--- config.mk ---
export PLATFORM = sky130hd
export DESIGN_NAME = hazard_ctrl_flat
export DESIGN_NICKNAME = d
export VERILOG_FILES = /design/src/rtl/hazard_pkg.sv /design/src/rtl/hazard_ctrl_if.sv /design/src/rtl/hazard_ctrl_mem_wait_fsm.sv /design/src/rtl/hazard_ctrl.sv /design/src/flat_wrapper.sv
export SDC_FILE = /design/constraint.sdc
export NUM_CORES = 1
export LEC_CHECK = 0
export ABC_AREA = 1
export BUFFER_PORTS_ARGS = -buffer_cell sky130_fd_sc_hd__buf_2
export CORE_ASPECT_RATIO = 0.6
export CORE_UTILIZATION = 30
export CTS_CLUSTER_SIZE = 28
export DETAILED_ROUTE_END_ITERATION = 8
export MAX_ROUTING_LAYER = met4
export SYNTH_ARGS = -nofsm -noshare
export SYNTH_HDL_FRONTEND = slang
export SYNTH_SLANG_ARGS = --single-unit
--- constraint.sdc ---
create_clock -name clk -period 2.4 [get_ports clk]
set_input_delay 0.36 -clock clk [delete_from_list [all_inputs] [get_ports clk]]
set_output_delay 0.36 -clock clk [all_outputs]
set_load 0.02 [all_outputs]
--- src/rtl/hazard_pkg.sv ---
// Shared encodings for the RV32I hazard unit: result-select codes, forwarding-mux selects and memory-wait states.
package hazard_pkg;
  localparam logic [1:0] RES_ALU   = 2'b00;
  localparam logic [1:0] RES_LOAD  = 2'b01;
  localparam logic [1:0] RES_PC4   = 2'b10;
  localparam logic [1:0] RES_AUIPC = 2'b11;

  localparam logic [1:0] FWD_REG = 2'b00;
  localparam logic [1:0] FWD_WB  = 2'b01;
  localparam logic [1:0] FWD_MEM = 2'b10;

  typedef enum logic {MEM_IDLE = 1'b0, MEM_WAIT = 1'b1} mem_state_e;

  // M-stage result is younger than W-stage, so it takes priority; x0 is never forwarded.
  function automatic logic [1:0] fwd_sel(input logic wr_m, input logic [4:0] rd_m,
                                         input logic wr_w, input logic [4:0] rd_w,
                                         input logic [4:0] rs);
    if (wr_m && rd_m != 5'd0 && rd_m == rs)      return FWD_MEM;
    else if (wr_w && rd_w != 5'd0 && rd_w == rs) return FWD_WB;
    else                                         return FWD_REG;
  endfunction
endpackage

--- src/rtl/hazard_ctrl_if.sv ---
// Bundle between the pipeline datapath (master) and the hazard unit (slave).
interface hazard_ctrl_if #(parameter int CNT_W = 32);
  logic [4:0]       Rs1D, Rs2D, Rs1E, Rs2E, RdE, RdM, RdW;
  logic [1:0]       ResultSrcE;
  logic             RegWriteM, RegWriteW, PCSrcE, MemReqM, MemReadyM;
  logic [1:0]       ForwardAE, ForwardBE;
  logic             StallF, StallD, StallE, StallM;
  logic             FlushD, FlushE, FlushW, MemErr;
  logic [CNT_W-1:0] StallCnt, FlushCnt;

  modport master (
    output Rs1D, Rs2D, Rs1E, Rs2E, RdE, RdM, RdW, ResultSrcE,
           RegWriteM, RegWriteW, PCSrcE, MemReqM, MemReadyM,
    input  ForwardAE, ForwardBE, StallF, StallD, StallE, StallM,
           FlushD, FlushE, FlushW, MemErr, StallCnt, FlushCnt
  );

  modport slave (
    input  Rs1D, Rs2D, Rs1E, Rs2E, RdE, RdM, RdW, ResultSrcE,
           RegWriteM, RegWriteW, PCSrcE, MemReqM, MemReadyM,
    output ForwardAE, ForwardBE, StallF, StallD, StallE, StallM,
           FlushD, FlushE, FlushW, MemErr, StallCnt, FlushCnt
  );
endinterface

--- src/rtl/hazard_ctrl_mem_wait_fsm.sv ---
// Data-memory wait tracker: holds the pipeline while an M-stage access is pending, with a watchdog
// that gives up after MEM_TIMEOUT wait cycles and raises a sticky error.
module mem_wait_fsm
  import hazard_pkg::*;
#(
  parameter int MEM_TIMEOUT = 16
) (
  input  logic clk,
  input  logic rst_n,
  input  logic mem_req,
  input  logic mem_ready,
  output logic mem_stall,
  output logic mem_err
);
  localparam int CW = $clog2(MEM_TIMEOUT + 1);

  mem_state_e    state;
  logic [CW-1:0] cnt;
  logic          timed_out;

  assign timed_out = (state == MEM_WAIT) && (cnt == CW'(MEM_TIMEOUT));

  // Ready and timeout both release the pipeline in the cycle they occur.
  assign mem_stall = (state == MEM_IDLE && mem_req && !mem_ready) ||
                     (state == MEM_WAIT && !mem_ready && !timed_out);

  always_ff @(posedge clk) begin
    if (!rst_n) begin
      state   <= MEM_IDLE;
      cnt     <= '0;
      mem_err <= 1'b0;
    end else begin
      case (state)
        MEM_IDLE: begin
          if (mem_req && !mem_ready) begin
            state <= MEM_WAIT;
            cnt   <= CW'(1);
          end
        end
        MEM_WAIT: begin
          if (mem_ready) begin
            state <= MEM_IDLE;
          end else if (timed_out) begin
            state   <= MEM_IDLE;
            mem_err <= 1'b1;
          end else begin
            cnt <= cnt + CW'(1);
          end
        end
        default: state <= MEM_IDLE;
      endcase
    end
  end
endmodule

--- src/rtl/hazard_ctrl.sv ---
// Hazard/control unit for the 5-stage RV32I pipeline: forwarding, load-use stall, branch flush, memory waits.
// Optional HAZARD_PERF_CNT_EN adds saturating stall/flush performance counters.
module hazard_ctrl
  import hazard_pkg::*;
#(
  parameter int MEM_TIMEOUT = 16,
  parameter int CNT_W       = 32
) (
  input  logic         clk,
  input  logic         rst_n,
  hazard_ctrl_if.slave hz
);
  logic lw_stall, mem_stall, mem_err;
  logic stall_f, stall_d, stall_e, stall_m;
  logic flush_d, flush_e, flush_w;
  logic [1:0] fwd_a, fwd_b;

  mem_wait_fsm #(.MEM_TIMEOUT(MEM_TIMEOUT)) u_mem_wait (
    .clk      (clk),
    .rst_n    (rst_n),
    .mem_req  (hz.MemReqM),
    .mem_ready(hz.MemReadyM),
    .mem_stall(mem_stall),
    .mem_err  (mem_err)
  );

  assign lw_stall = (hz.ResultSrcE == RES_LOAD) && (hz.RdE != 5'd0) &&
                    (hz.RdE == hz.Rs1D || hz.RdE == hz.Rs2D);

  always_comb begin
    fwd_a   = fwd_sel(hz.RegWriteM, hz.RdM, hz.RegWriteW, hz.RdW, hz.Rs1E);
    fwd_b   = fwd_sel(hz.RegWriteM, hz.RdM, hz.RegWriteW, hz.RdW, hz.Rs2E);
    stall_f = lw_stall;
    stall_d = lw_stall;
    stall_e = 1'b0;
    stall_m = 1'b0;
    flush_d = hz.PCSrcE;
    flush_e = lw_stall | hz.PCSrcE;
    flush_w = 1'b0;
    if (!rst_n) begin
      fwd_a   = FWD_REG;
      fwd_b   = FWD_REG;
      stall_f = 1'b0;
      stall_d = 1'b0;
      flush_d = 1'b1;
      flush_e = 1'b1;
      flush_w = 1'b1;
    end else if (mem_stall) begin
      // Freeze everything up to M and bubble W; a taken branch in E is simply held and resolved later.
      stall_f = 1'b1;
      stall_d = 1'b1;
      stall_e = 1'b1;
      stall_m = 1'b1;
      flush_d = 1'b0;
      flush_e = 1'b0;
      flush_w = 1'b1;
    end
  end

  assign hz.ForwardAE = fwd_a;
  assign hz.ForwardBE = fwd_b;
  assign hz.StallF    = stall_f;
  assign hz.StallD    = stall_d;
  assign hz.StallE    = stall_e;
  assign hz.StallM    = stall_m;
  assign hz.FlushD    = flush_d;
  assign hz.FlushE    = flush_e;
  assign hz.FlushW    = flush_w;
  assign hz.MemErr    = mem_err;

`ifdef HAZARD_PERF_CNT_EN
  logic [CNT_W-1:0] stall_cnt, flush_cnt;

  always_ff @(posedge clk) begin
    if (!rst_n) begin
      stall_cnt <= '0;
      flush_cnt <= '0;
    end else begin
      if (stall_f && stall_cnt != '1)
        stall_cnt <= stall_cnt + CNT_W'(1);
      if ((flush_d | flush_e) && flush_cnt != '1)
        flush_cnt <= flush_cnt + CNT_W'(1);
    end
  end

  assign hz.StallCnt = stall_cnt;
  assign hz.FlushCnt = flush_cnt;
`else
  assign hz.StallCnt = '0;
  assign hz.FlushCnt = '0;
`endif
endmodule

--- src/flat_wrapper.sv ---
// flat-port wrapper written by rule: the top's interface ports become plain ports
module hazard_ctrl_flat import hazard_pkg::*;
#(
  parameter int MEM_TIMEOUT = 16,
  parameter int CNT_W       = 32
)
  (clk, rst_n, hz_Rs1D, hz_Rs2D, hz_Rs1E, hz_Rs2E, hz_RdE, hz_RdM, hz_RdW, hz_ResultSrcE, hz_RegWriteM, hz_RegWriteW, hz_PCSrcE, hz_MemReqM, hz_MemReadyM, hz_ForwardAE, hz_ForwardBE, hz_StallF, hz_StallD, hz_StallE, hz_StallM, hz_FlushD, hz_FlushE, hz_FlushW, hz_MemErr, hz_StallCnt, hz_FlushCnt);
  hazard_ctrl_if #(.CNT_W(CNT_W)) hz_i ();
  input  logic clk;
  input  logic rst_n;
  input wire logic [$bits(hz_i.Rs1D)-1:0] hz_Rs1D;
  input wire logic [$bits(hz_i.Rs2D)-1:0] hz_Rs2D;
  input wire logic [$bits(hz_i.Rs1E)-1:0] hz_Rs1E;
  input wire logic [$bits(hz_i.Rs2E)-1:0] hz_Rs2E;
  input wire logic [$bits(hz_i.RdE)-1:0] hz_RdE;
  input wire logic [$bits(hz_i.RdM)-1:0] hz_RdM;
  input wire logic [$bits(hz_i.RdW)-1:0] hz_RdW;
  input wire logic [$bits(hz_i.ResultSrcE)-1:0] hz_ResultSrcE;
  input wire logic [$bits(hz_i.RegWriteM)-1:0] hz_RegWriteM;
  input wire logic [$bits(hz_i.RegWriteW)-1:0] hz_RegWriteW;
  input wire logic [$bits(hz_i.PCSrcE)-1:0] hz_PCSrcE;
  input wire logic [$bits(hz_i.MemReqM)-1:0] hz_MemReqM;
  input wire logic [$bits(hz_i.MemReadyM)-1:0] hz_MemReadyM;
  output wire logic [$bits(hz_i.ForwardAE)-1:0] hz_ForwardAE;
  output wire logic [$bits(hz_i.ForwardBE)-1:0] hz_ForwardBE;
  output wire logic [$bits(hz_i.StallF)-1:0] hz_StallF;
  output wire logic [$bits(hz_i.StallD)-1:0] hz_StallD;
  output wire logic [$bits(hz_i.StallE)-1:0] hz_StallE;
  output wire logic [$bits(hz_i.StallM)-1:0] hz_StallM;
  output wire logic [$bits(hz_i.FlushD)-1:0] hz_FlushD;
  output wire logic [$bits(hz_i.FlushE)-1:0] hz_FlushE;
  output wire logic [$bits(hz_i.FlushW)-1:0] hz_FlushW;
  output wire logic [$bits(hz_i.MemErr)-1:0] hz_MemErr;
  output wire logic [$bits(hz_i.StallCnt)-1:0] hz_StallCnt;
  output wire logic [$bits(hz_i.FlushCnt)-1:0] hz_FlushCnt;
  assign hz_i.Rs1D = hz_Rs1D;
  assign hz_i.Rs2D = hz_Rs2D;
  assign hz_i.Rs1E = hz_Rs1E;
  assign hz_i.Rs2E = hz_Rs2E;
  assign hz_i.RdE = hz_RdE;
  assign hz_i.RdM = hz_RdM;
  assign hz_i.RdW = hz_RdW;
  assign hz_i.ResultSrcE = hz_ResultSrcE;
  assign hz_i.RegWriteM = hz_RegWriteM;
  assign hz_i.RegWriteW = hz_RegWriteW;
  assign hz_i.PCSrcE = hz_PCSrcE;
  assign hz_i.MemReqM = hz_MemReqM;
  assign hz_i.MemReadyM = hz_MemReadyM;
  assign hz_ForwardAE = hz_i.ForwardAE;
  assign hz_ForwardBE = hz_i.ForwardBE;
  assign hz_StallF = hz_i.StallF;
  assign hz_StallD = hz_i.StallD;
  assign hz_StallE = hz_i.StallE;
  assign hz_StallM = hz_i.StallM;
  assign hz_FlushD = hz_i.FlushD;
  assign hz_FlushE = hz_i.FlushE;
  assign hz_FlushW = hz_i.FlushW;
  assign hz_MemErr = hz_i.MemErr;
  assign hz_StallCnt = hz_i.StallCnt;
  assign hz_FlushCnt = hz_i.FlushCnt;
  hazard_ctrl #(.MEM_TIMEOUT(MEM_TIMEOUT), .CNT_W(CNT_W)) u_core (.clk(clk), .rst_n(rst_n), .hz(hz_i));
endmodule
======== Yosys cells after proc, flatten, opt, wreduce, memory -nomap -nowiden ========
Index checks and enable logic that the tools add are counted.
Widths: inputs -> output; s select.
storage, ports and cells
  register bits ........................... 7
  input port bits ......................... 44
  output and inout bits ................... 76
  logic and storage cells ................. 64
cells by class
  add/subtract/negate cells ............... 1
  eq/ne operators ......................... 11
  mux-type cells .......................... 23
  bitwise operators ....................... 3
  reductions and logical operators ........ 23
operator list
  kind                 count
  $eq 5x5->1           6
  $mux 5               3
  $reduce_bool 5->1    3
  $logic_and 1x1->1    14
  $mux 1               14
  $pmux 5 s2           1
  $mux 2               4
  $reduce_and 3->1     2
  $add 5x1->5 const B  1
  $eq 5x5->1 const B   1
  $ne 2x2->1 const B   2
  $eq 2x1->1 const B   1
  $logic_not 1->1      2
  $logic_or 1x1->1     2
  $ne 2x1->1 const B   1
  $not 1->1            2
  $pmux 1 s2           1
  $or 1x1->1           1

======== Longest topological paths before layout ========
  word-level depth ........................ 7
  depth in mapped cells ................... 9
  depth with buffers taken out ............ 8

======== By module ========
From an unflattened synthesis, not the netlist that was laid out.
unflattened totals
  cell total of the unflattened synthesis .. 231
  area, all modules ....................... 1,443.9 sq um
modules (own cells, without submodules)
  module        instances  cells each  area each (sq um)
  hazard_ctrl   1          180         1,053.5
  mem_wait_fsm  1          51          390.4

======== Least setup slack after synthesis ========
No wires, ideal clock.
  path type ............................... register to output
  start point ............................. register u_core.u_mem_wait.cnt[0]
  end point ............................... output hz_StallF
  arrival time ............................ 1,504 ps
  required time ........................... 2,040 ps
  path slack .............................. 536 ps
  stages on the path, launching flop included .. 9
  path buffers ............................ 1
  cell sequence ........................... dfxtp_1 -> inv_1 -> ha_1 -> nand4_4 -> nand3_4 -> nor2_4 -> inv_1 -> nand2_1 -> buf_4
between the ends
  cells in the longest elaborated chain, start to end .. 7
RTL lines
  item                      line                            source
  start: declaration        hazard_ctrl_mem_wait_fsm.sv:18  logic [CW-1:0] cnt;
  start signal: assignment  hazard_ctrl_mem_wait_fsm.sv:47  cnt <= cnt + CW'(1);
  $eq 5x5->1                hazard_ctrl_mem_wait_fsm.sv:21  assign timed_out = (state == MEM_WAIT) && (cnt == CW'(MEM_TIMEOUT));
  $logic_and 1x1->1         hazard_ctrl_mem_wait_fsm.sv:21
  $logic_not 1->1           hazard_ctrl_mem_wait_fsm.sv:25  (state == MEM_WAIT && !mem_ready && !timed_out);
  $logic_and 1x1->1         hazard_ctrl_mem_wait_fsm.sv:25
  $logic_or 1x1->1          hazard_ctrl_mem_wait_fsm.sv:24  assign mem_stall = (state == MEM_IDLE && mem_req && !mem_ready) ||
  $mux 1 (2 in series)      -
  end: declaration          flat_wrapper.sv:26              output wire logic [$bits(hz_i.StallF)-1:0] hz_StallF;
Every way passes these cells.

======== Worst setup path after layout ========
  start point ............................. register u_core.u_mem_wait.cnt[0]
  end point ............................... output hz_StallF
between the ends
  cells in the longest elaborated chain, start to end .. 7
RTL lines
  item               line                            source
  $eq 5x5->1         hazard_ctrl_mem_wait_fsm.sv:21
  $logic_and 1x1->1  hazard_ctrl_mem_wait_fsm.sv:21
  $logic_not 1->1    hazard_ctrl_mem_wait_fsm.sv:25
  $logic_and 1x1->1  hazard_ctrl_mem_wait_fsm.sv:25
  $logic_or 1x1->1   hazard_ctrl_mem_wait_fsm.sv:24
  $mux 1             hazard_ctrl.sv:48               end else if (mem_stall) begin
  $mux 1             hazard_ctrl.sv:40               if (!rst_n) begin
Every way passes these cells.

==> flow_summary.rst <==
.. list-table::
   :header-rows: 1

   * - Metric
     - Value
   * - Biggest area contributors in the synthesized netlist
     - sky130_fd_sc_hd__buf_4 (34%), sky130_fd_sc_hd__xnor2_1 (12%), sky130_fd_sc_hd__nand2_1 (11%), sky130_fd_sc_hd__dfxtp_1 (9.7%), sky130_fd_sc_hd__nand3_1 (6.2%)
   * - Total wire length after detailed routing
     - 2.86 mm
   * - Detailed-routing iteration count for the pre-antenna-repair pass
     - 6
   * - Critical path startpoint category
     - flip-flop
   * - Commonest non-fill, non-tap cell in the layout
     - sky130_fd_sc_hd__conb_1
   * - Delay of the slowest cell on the worst path
     - 360 ps
   * - Remaining DRCs
     - 0
   * - Category of the worst setup path capture point
     - output port
   * - Area of the multi-input gates
     - 945 µm²
   * - Diode insertion count for antenna repair
     - 0
   * - Share of synthesized registers carrying an async set or reset
     - 0%
   * - Clock buffers created by TritonCTS
     - 3
   * - Die outline height
     - 55.7 µm
   * - Largest net degree at the start of global routing
     - 11
   * - Unrepaired setup endpoints after global routing
     - no
   * - TritonCTS sink count
     - 7
   * - Switch share
     - 43.8%
   * - Die Span X
     - 91.5 µm
   * - Layout Cells excl Fill
     - 343
   * - IO Port Bufs
     - 55
   * - Most common cell type on the critical path
     - sky130_fd_sc_hd__inv_1
   * - Via count of the first global-routing pass
     - 1,047
   * - Commonest non-fill, non-tap cells in the layout
     - sky130_fd_sc_hd__conb_1 (64), sky130_fd_sc_hd__buf_2 (55), sky130_fd_sc_hd__nand2_1 (41), sky130_fd_sc_hd__inv_1 (24), sky130_fd_sc_hd__nor2_1 (22)
   * - Internal power
     - 310 µW
   * - Number of buffers inserted by hold repair at cts
     - 0
   * - Iteration-0 DRC Markers
     - 45
   * - Post-synthesis sequential element count
     - 7
   * - Via density
     - 3.60
   * - Via count
     - 1,236
   * - Arrival time worst endpoint
     - 1620 ps
   * - Max Fclk
     - 506 MHz
   * - GRT Overall Usage
     - 12.3%
   * - Result of the run
     - complete, no violations
   * - Number of setup violations in the final report
     - 0
   * - Initial core utilization
     - 31.4%
   * - Number of inserted filler cells in the final layout
     - 516
   * - Routed WL per cell
     - 8.34 µm
   * - Most used flip-flop cell after synthesis
     - sky130_fd_sc_hd__dfxtp_1
   * - CP Class
     - reg2out
   * - Top Ports
     - 120
   * - Placeable core region
     - 4590 µm²
   * - FF+latch area
     - 140 µm²
   * - Total negative setup slack
     - 0 ps
   * - Synthesized instance count
     - 225
   * - Hold/Removal Path Class
     - in2reg
   * - Share of the clock period used by the worst path
     - 82.3%
   * - Slack of the critical path
     - 424 ps
   * - Max H-tree Level
     - 1
   * - Overall die area
     - 5100 µm²
   * - Shortest clock period the worst path allows after layout
     - 1980 ps
   * - Half-perimeter wire length of the detailed placement result
     - 2.59 mm
   * - Crit path max fanout
     - 10
   * - Post-cts resize count
     - 0
   * - Sequential cell fraction of total power
     - 22.1%
   * - Power per cell area
     - 349 nW/µm²
   * - Fraction of post-synthesis cell area in the top cell type by area
     - 34.3%
   * - Clock network latency to the later pin of the worst-skew pair
     - 230 ps
   * - Clock tree from TritonCTS
     - done
   * - Layout Utilization
     - 34.4%
   * - Initial antenna violation count
     - 0
   * - Seq/Total Area, Yosys
     - 9.71%
   * - Power dissipated by switching net loads
     - 241 µW
   * - Cell area after synthesis
     - 1440 µm²
   * - Placed cells
     - 339
   * - Reported leakage power
     - 0.000932 µW
   * - Count of endpoints failing hold in the final timing report
     - 0
   * - Number of core rows
     - 19
   * - Max clock buf depth
     - 2
   * - Final worst clock skew
     - 2.08 ps
   * - Logic gate share of total power
     - 47.0%
   * - Maximum ir drop on the vdd rail
     - 0.137 mV
   * - Remaining antenna violation count after routing
     - 0
   * - Critical path, cell by cell
     - inv_1 -> ha_1 -> nand4_4 -> nand3_4 -> nor2_4 -> inv_1 -> nand2_1 -> buf_2
   * - Sum of overflow across all layers after global routing
     - 0
   * - Post-CTS setup-driven buffer insertion count
     - 0
   * - Clock edge transition at the registers on the reported setup and hold paths
     - 40 ps
   * - Fin. max-slew vios
     - 0
   * - Gp weighted congestion
     - 0.777
   * - Worst path slowest cell
     - sky130_fd_sc_hd__dfxtp_1
   * - Yosys warning count
     - 0
   * - Number of synthesized flops with an enable pin
     - 0
   * - Library cell with the largest summed area after synthesis
     - sky130_fd_sc_hd__buf_4
   * - Worst path required time
     - 2040 ps
   * - Post-layout net count
     - 327
   * - Yosys cell types
     - 27
   * - Clock root buffer
     - sky130_fd_sc_hd__clkbuf_8
   * - Fraction of final layout cells sized beyond drive strength 1
     - 25.0%
   * - Area growth from synthesis to final layout
     - 9.37%
   * - First-pass GRT wire length
     - 4.72 mm
   * - Max_cap viols
     - 0
   * - Worst setup timing slack at the placement stage
     - 658 ps
   * - Portion of total power attributed to the clock network
     - 30.9%
   * - Mean area per synthesized cell
     - 6.41 µm²
==> area by class of cell <==
type                       instances  area share (%)
inverter                          25            5.95
tap                               63            5.00
timing repair buffer              55            17.4
sequential                         7            8.88
multi-input combinational        189            59.9
clock buffer                       4            2.85
==> sequential cells by signal (all words and copies together) (netlist names) <==
signal / count
u_core.u_mem_wait.mem_err: 1
u_core.u_mem_wait.cnt: 5
u_core.u_mem_wait.state: 1
==> routing by layer <==
| layer | GRT usage (%) | vias up | part of all wire (%) |
|---|---|---|---|
| met3 | 4.51 | 4 | 6.8 |
| met2 | 17.9 | 55 | 43 |
| met1 | 16.1 | 508 | 48 |
| met4 | 2.72 | 0 | 1.5 |
| met5 | - | - | 0 |
| li1 | - | 669 | - |
==> worst max-delay path, delay by kind of cell (launching register included) <==
kind	cells	cell delay, ps
AND/OR/NAND/NOR	4	500
buffers and inverters	3	310
flip-flops	1	360
adder cells (fa/ha/maj)	1	230
==> power groups by stage <==
stage / Combinational (µW) / Clock (µW) / Sequential (µW)
after floorplan: 266 / 0 / 123
after global placement: 255 / 0 / 123
after detailed placement: 257 / 0 / 124
after CTS: 258 / 176 / 121
after global routing: 286 / 181 / 122
final: 259 / 170 / 122
==> through the flow <==
stage | area (µm²) | total power, µW | hold slack, ps
after global placement | 1530 | 379 | 455
after global routing | 1580 | 589 | 474
after detailed placement | 1530 | 381 | 462
after CTS | 1580 | 556 | 424
final | 1580 | 550 | 421
after floorplan | 1680 | 390 | 479
==> final timing paths <==
kind                             start  cells after the start  slack, ps                   endpoint
min reg2reg  u_core.u_mem_wait.mem_err                      2        470  u_core.u_mem_wait.mem_err
max reg2reg   u_core.u_mem_wait.cnt[0]                      7       1110   u_core.u_mem_wait.cnt[1]
max           u_core.u_mem_wait.cnt[0]                      8        420                  hz_StallF
min                       hz_MemReadyM                      4        420  u_core.u_mem_wait.mem_err
==> logic make-up (layout without fill, tap and decap cells) <==
| kind of cell | count (synthesis) | in the layout | share of synthesized area, % |
|---|---|---|---|
| AOI/OAI and AO/OA | 5 | 5 | 2.25 |
| buffers and inverters | 92 | 84 | 41.2 |
| xor gates and xnor gates | 22 | 22 | 13.4 |
| adders and majority gates | 2 | 2 | 1.73 |
| DFF | 7 | 7 | 9.71 |
| other | 1 | 64 | 0.260 |
| and+or+nand+nor | 96 | 96 | 31.5 |
==> synth_stat cells, types with 2 or more instances <==
master and n:
sky130_fd_sc_hd__buf_4 66, sky130_fd_sc_hd__dfxtp_1 7, sky130_fd_sc_hd__ha_1 2, sky130_fd_sc_hd__inv_1 24, sky130_fd_sc_hd__nand2_1 41, sky130_fd_sc_hd__nand2_2 2, sky130_fd_sc_hd__nand3_1 18, sky130_fd_sc_hd__nor2_1 22
sky130_fd_sc_hd__nor3_1 2, sky130_fd_sc_hd__nor4_1 2, sky130_fd_sc_hd__o21ai_0 2, sky130_fd_sc_hd__or2_2 2, sky130_fd_sc_hd__xnor2_1 20, sky130_fd_sc_hd__xor2_1 2
Note: power is estimated with default switching activity, not from simulation.
